--- config.mk ---
export PLATFORM = sky130hd
export DESIGN_NAME = freq_meter
export DESIGN_NICKNAME = d
export VERILOG_FILES = /design/src/rtl/freq_meter.sv
export SDC_FILE = /design/constraint.sdc
export NUM_CORES = 1
export LEC_CHECK = 0
export CAP_MARGIN = 20
export CORE_MARGIN = 1
export CORE_UTILIZATION = 41
export DETAILED_ROUTE_END_ITERATION = 10
export DONT_BUFFER_PORTS = 1
export GPL_TIMING_DRIVEN = 0
export MAX_ROUTING_LAYER = met4
export SYNTH_ARGS = -nofsm -noshare
export SYNTH_HDL_FRONTEND = slang
export SYNTH_SLANG_ARGS = --single-unit
--- constraint.sdc ---
create_clock -name clk -period 4.3 [get_ports clk]
set_input_delay 0.86 -clock clk [delete_from_list [all_inputs] [get_ports clk]]
set_output_delay 0.86 -clock clk [all_outputs]
set_load 0.1 [all_outputs]
--- src/rtl/freq_meter.sv ---
// Gated frequency counter: counts synchronized rising edges of sig_in over
// back-to-back windows of GATE_CYCLES clk cycles and publishes edges*SCALE in Hz.
module freq_meter #(
   parameter int GATE_CYCLES = 5_000_000,
   parameter int SCALE       = 10,
   parameter int DATA_WIDTH  = 32
) (
   input  logic                  clk,
   input  logic                  rst_n,
   input  logic                  sig_in,
   input  logic                  hold,
   output logic [DATA_WIDTH-1:0] freq_out,
   output logic                  freq_valid,
   output logic                  overflow
);

   localparam int GW = $clog2(GATE_CYCLES + 1);
   localparam int PW = DATA_WIDTH + 32;
   localparam logic [GW-1:0]         GATE_LAST = GW'(GATE_CYCLES - 1);
   localparam logic [DATA_WIDTH-1:0] CNT_MAX   = '1;

   typedef enum logic [1:0] {ARM, GATE, DONE} state_t;

   state_t                state, state_nxt;
   logic                  sync_d, sync_q, sync_qq;
   logic [2:0]            vld_pipe;
   logic                  edge_p;
   logic [GW-1:0]         gate_cnt;
   logic                  gate_done;
   logic [DATA_WIDTH-1:0] edge_cnt;
   logic                  cnt_sat;
   logic [PW-1:0]         prod;
   logic                  prod_sat;
   logic [DATA_WIDTH-1:0] result;
   logic                  overflow_next;

   // vld_pipe masks the detector until sync_qq holds a real sample, so a
   // signal already high at reset release is not mistaken for an edge.
   always_ff @(posedge clk or negedge rst_n) begin
      if (!rst_n) begin
         sync_d   <= 1'b0;
         sync_q   <= 1'b0;
         sync_qq  <= 1'b0;
         vld_pipe <= '0;
      end else begin
         sync_d   <= sig_in;
         sync_q   <= sync_d;
         sync_qq  <= sync_q;
         vld_pipe <= {vld_pipe[1:0], 1'b1};
      end
   end

   assign edge_p    = sync_q & ~sync_qq & vld_pipe[2];
   assign gate_done = (gate_cnt == GATE_LAST);

   always_ff @(posedge clk or negedge rst_n) begin
      if (!rst_n) state <= ARM;
      else        state <= state_nxt;
   end

   always_comb begin
      state_nxt = state;
      case (state)
         ARM:     if (edge_p) state_nxt = GATE;
                  else if (gate_done) state_nxt = DONE;
         GATE:    if (gate_done) state_nxt = DONE;
         DONE:    state_nxt = GATE;
         default: state_nxt = ARM;
      endcase
   end

   always_ff @(posedge clk or negedge rst_n) begin
      if (!rst_n) begin
         gate_cnt <= '0;
         edge_cnt <= '0;
         cnt_sat  <= 1'b0;
      end else begin
         case (state)
            ARM: begin
               gate_cnt <= (state_nxt == ARM) ? gate_cnt + 1'b1 : '0;
               edge_cnt <= '0;
               cnt_sat  <= 1'b0;
            end
            GATE: begin
               gate_cnt <= (state_nxt == GATE) ? gate_cnt + 1'b1 : '0;
               if (edge_p) begin
                  if (edge_cnt == CNT_MAX) cnt_sat  <= 1'b1;
                  else                     edge_cnt <= edge_cnt + 1'b1;
               end
            end
            default: begin
               // An edge landing in DONE belongs to the window starting now
               gate_cnt <= '0;
               edge_cnt <= {{(DATA_WIDTH-1){1'b0}}, edge_p};
               cnt_sat  <= 1'b0;
            end
         endcase
      end
   end

   assign prod          = PW'(edge_cnt) * PW'(SCALE);
   assign prod_sat      = (prod > PW'(CNT_MAX));
   assign result        = prod_sat ? CNT_MAX : prod[DATA_WIDTH-1:0];
   assign overflow_next = prod_sat | cnt_sat;

   always_ff @(posedge clk or negedge rst_n) begin
      if (!rst_n) begin
         freq_out   <= '0;
         freq_valid <= 1'b0;
         overflow   <= 1'b0;
      end else begin
         freq_valid <= (state == DONE) && !hold;
         if (state == DONE && !hold) begin
            freq_out <= result;
            overflow <= overflow_next;
         end
      end
   end

endmodule

Word level (Yosys, flattened, before mapping) --
Cells that the tools add are included.
Cells by class: $add $sub $neg 2, multipliers 1, div/mod/pow operators 0, $lt $le $gt $ge 1, equal/unequal tests 8, shift-type cells 0, muxes and demuxes 13, bitwise logic cells 4, reduce and logical (&&, ||, !) cells 6
Operators with widths (number):
- $mux W32 | 3
- $pmux W32 S2 | 1
- $mux W23 | 2
- $pmux W23 S2 | 1
- $gt A36 B32 Y1 const B | 1
- $mul A32 B3 Y35 const B | 1
- $add A32 B1 Y32 const B | 1
- $eq A32 B32 Y1 const B | 1
- $add A23 B1 Y23 const B | 1
- $eq A23 B23 Y1 const B | 1
- $ne A2 B2 Y1 const B | 3
- $pmux W2 S3 | 1
- $eq A2 B1 Y1 const B | 2
- $logic_not A2 Y1 | 2
- $mux W2 | 2
- $reduce_and A2 Y1 | 2
- $mux W1 | 3
- $and A1 B1 Y1 | 2
- $eq A2 B2 Y1 const B | 1
- $logic_and A1 B1 Y1 | 1
- $logic_not A1 Y1 | 1
- $not A1 Y1 | 1
- $or A1 B1 Y1 | 1
Word-level totals: flip-flop bits (word level) 98, bits in latches 0, memory bits (writable) 0, bits in read-only memories 0, input bits 4, logic and storage cells 46, memories 0

Longest topological paths before layout --
depth in word-level cells 8, mapped depth 14, mapped depth without buffers 13

Worst setup path before layout --
OpenSTA, ideal clock, no wires.
path type reg2reg, from reg edge_cnt[3], to reg freq_out[10], setup time 0.121 ns, arrival 3.302 ns, data required time 4.179 ns, setup slack 0.877 ns, cell stages (with the launch flop) 15, path buffers 1, cells stage by stage dfrtp_1 ha_1 ha_1 inv_1 fa_1 and2b_1 o2111ai_2 a211oi_2 a2111oi_2 o31a_4 o31ai_4 xnor2_2 nand4b_4 buf_6 o22a_1
Between the ends: word-level cells in the longest chain between the ends 3
Ends and longest elaborated chain:
- start, declared | RTL line 30 | logic [DATA_WIDTH-1:0] edge_cnt;
- start signal, assigned | RTL line 88 | else edge_cnt <= edge_cnt + 1'b1;
- start signal, assigned | RTL line 94 | edge_cnt <= {{(DATA_WIDTH-1){1'b0}}, edge_p};
- $mul A32 B3 Y35 * | RTL line 101 | assign prod = PW'(edge_cnt) * PW'(SCALE);
- $gt A36 B32 Y1 | RTL line 102 | assign prod_sat = (prod > PW'(CNT_MAX));
- $mux W32 * | RTL line 103 | assign result = prod_sat ? CNT_MAX : prod[DATA_WIDTH-1:0];
- end signal, assigned | RTL line 114 | freq_out <= result;
- end, declared | RTL line 12 | output logic [DATA_WIDTH-1:0] freq_out,
Mark *: on every way between the ends. The rest lies on a longest branch, timed or not. A chain may end at the register's enable or synchronous reset.

Worst setup path after layout --
from reg edge_cnt[3], to reg freq_out[5]
The elaborated chain is that of the path after synthesis.

==> flow_summary.ini <==
[run_status]
status = complete, no violations

[logic_synthesis]
synth-compound-area-share_pct = 18.5
synth.ff_latch_count = 98
synth.distinct_cells = 68
synthFlopType = dfrtp_1
synth-edff-count = 0
synthDominantCellAreaShare_pct = 39.1
syn-num-nets = 705
yosys.area.top_type = dfrtp_1
synthSimpleGateAreaFrac_pct = 17.8
synth_top_family_by_area = compound AO/OA/AOI/OAI gates
ys_seq_area_share_pct = 39.1
yosysWarnings = 0
avgSynthCellArea_um2 = 9.84
synth_cells = 638
netlist_area_mm2 = 0.00628
synth_area_leaders = dfrtp_1 39%, ha_1 12%, xor2_1 4.7%
synth_xor_xnor_area_share_pct = 9.19
synth-async-reset-ratio_pct = 100
synthMuxAreaShare_pct = 0.159
synth_adder_area_share_pct = 12.7

[global_route]
grt_pass1_wl_mm = 22.3
grt_overflow_total = 0
first_global_vias = 4509
grt.total_usage_pct = 18.1
antenna_found_initial = 0
grt_max_degree = 99

[setup_path]
crit_fanout = 10
timing.rr.start = edge_cnt[3]
worstSetupStartpointType = flip-flop
r2r_slack_ns = 0.25
arrival_ns = 4.29
cp-end-kind = flip-flop
r2r_end = freq_out[5]
path_class = flip-flop to flip-flop
ff2ff_path_depth = 14
required_ns = 4.54

[power]
vdd_drop_max_mv = 0.255
leakage_uw = 0.00323
swShare_pct = 24.8
power.share.clock_pct = 41.5
power_frac_comb_pct = 6.7
power.total_uw = 1960
intPower_uw = 1470
power_per_cell_area_mw_per_mm2 = 287
p_switching_uw = 485
seqPwrFrac_pct = 51.7

[layout]
stdcell_area_mm2 = 0.00681
diodes = 0
drive_gt1_share_pct = 8.10
multi_input_area_mm2 = 0.00367
layout_commonest_cell = dfrtp_1
final_cell_mix = 98 x dfrtp_1, 76 x nor2_1, 62 x ha_1
fillers = 1406
register_area_mm2 = 0.00245
final_nets = 716
syn_to_final_growth_pct = 8.53

[route]
drc = 0
vias = 4707
finalWirelength_mm = 13.0
via_per_inst = 5.62
antenna_left = 0
drt_pass1_iterations = 4
drt_iter0_markers = 276
detail_route.wl_per_cell_um = 15.5

[die]
dieWidth_um = 126
num_rows = 44
initial_core_util_pct = 42.5
dieArea_mm2 = 0.0158
io_pins = 38
die_y_um = 126
core-area_mm2 = 0.0148

[clock_tree]
clk_latency_ns = 0.35
cts_resized = 0
cts_tree = built
cts_buffers = 9
postCtsHoldBufs = 0
cts_max_level = 3
cts_sinks = 98
cts_root_buf = clkbuf_16
postCtsSetupRepairBufs = 0
clk_pin_slew_ns = 0.07
clock_path_buffers = 2

[sta]
finalCritPeriodShare_pct = 94.1
setup_viol = 0
period_needed_ns = 4.05
holdWs_ns = 0.209
worst_pin_slew_ns = 0.953
worst_clock_skew_ns = 0.0107
rsz0062_at_grt = false
max_freq_mhz = 247
report.final.slew_viol_count = 0
final_hold_viol_count = 0
slew_headroom_pct = 36.5
fin_tns_setup_ns = 0

[worst_hold_path]
min_path_type = input port to asynchronous set/reset pin

[place]
gp_congestion = 0.870
post-dp-hpwl_mm = 9.66
port_buffers = 0
dpl_cell_area_mm2 = 0.00651

[flow_run]
drv_cap = 0
-- cell families after synthesis --
family                     after synthesis
other                                    1
and+or+nand+nor                        219
AOI/OAI and AO/OA                      161
xor gates and xnor gates                65
adders and majority gates               63
muxes                                    1
buffers and inverters                   30
DFF                                     98
-- through the flow --
stage          std cells  util, %  setup slack [ns]
3_3_place_gp         822     44.1             0.286
4_1_cts              838     46.2             0.244
2_1_floorplan        638        -             0.877
6_report             838     46.2             0.252
5_1_grt              838     46.2            0.0677
3_5_place_dp         822     44.1             0.309
-- power by group through the flow --
stage	clock (uW)	sequential, uW	combinational, uW
after floorplan	0	1020	107
after global placement	0	1030	129
after detailed placement	0	1030	133
after CTS	844	1010	134
after global routing	874	1020	158
final	812	1010	132
-- flip-flops by register name (all words and copies together), names as in the netlist --
register    count
edge_cnt       32
freq_out       32
gate_cnt       23
vld_pipe        3
state           2
cnt_sat         1
freq_valid      1
overflow        1
sync_d          1
sync_q          1
sync_qq         1
-- Yosys cell counts, drive strengths merged (3+ instances only) --
| cell | instances |
|---|---|
| clkbuf | 7 |
| o22a | 32 |
| o21a | 5 |
| nor2b | 5 |
| buf | 6 |
| a2111oi | 3 |
| or3 | 17 |
| inv | 15 |
| o21ai | 36 |
| nand2 | 44 |
| dfrtp | 98 |
| and4 | 6 |
| a21oi | 47 |
| a211oi | 5 |
| or4 | 3 |
| ha | 62 |
| xor2 | 34 |
| or2 | 3 |
| nand3 | 23 |
| nand4 | 15 |
| o211ai | 3 |
| nor2 | 76 |
| and2 | 4 |
| nor3 | 6 |
| o21bai | 3 |
| a31oi | 4 |
| and3 | 5 |
| xnor2 | 31 |
| nand2b | 4 |
| a21o | 10 |
-- cell type report --
cell class | count | share of cell area (%)
multi-input combinational | 510 | 53.8
sequential | 98 | 36.0
tap | 184 | 3.38
clock buffer | 9 | 3.31
buffer | 15 | 1.58
clock inverter | 7 | 1.10
inverter | 15 | 0.826
-- worst max-delay path, stage by stage, from the launching register on --
cell	delay, ns
dfrtp_1	0.47
ha_1	0.32
ha_1	0.20
inv_1	0.07
fa_1	0.40
and2b_1	0.25
o2111ai_2	0.14
a211oi_2	0.38
a2111oi_2	0.18
o31a_4	0.39
o31ai_4	0.28
xnor2_2	0.15
nand4b_4	0.26
buf_6	0.25
o22a_1	0.18
-- layer usage --
| layer | wire, um | share of wire, % | vias to the layer above | GRT usage (%) |
|---|---|---|---|---|
| li1 | - | - | 2342 | - |
| met1 | 6490 | 50 | 2274 | 24.1 |
| met2 | 5790 | 44 | 76 | 27.2 |
| met3 | 474 | 3.6 | 15 | 4.67 |
| met4 | 266 | 2.0 | 0 | 5.10 |
| met5 | 0 | 0 | - | - |
-- worst max-delay path by stage --
stage,start,end,slack (ns),cells after the start
6_report,edge_cnt[3],freq_out[5],0.25,14
5_1_grt,edge_cnt[3],freq_out[10],0.07,14
4_1_cts,edge_cnt[3],freq_out[10],0.24,14
3_5_place_dp,edge_cnt[3],freq_out[5],0.31,14
3_3_place_gp,edge_cnt[3],freq_out[4],0.29,14
2_1_floorplan,edge_cnt[3],freq_out[10],0.88,14
(Power assumes the default switching activity.)
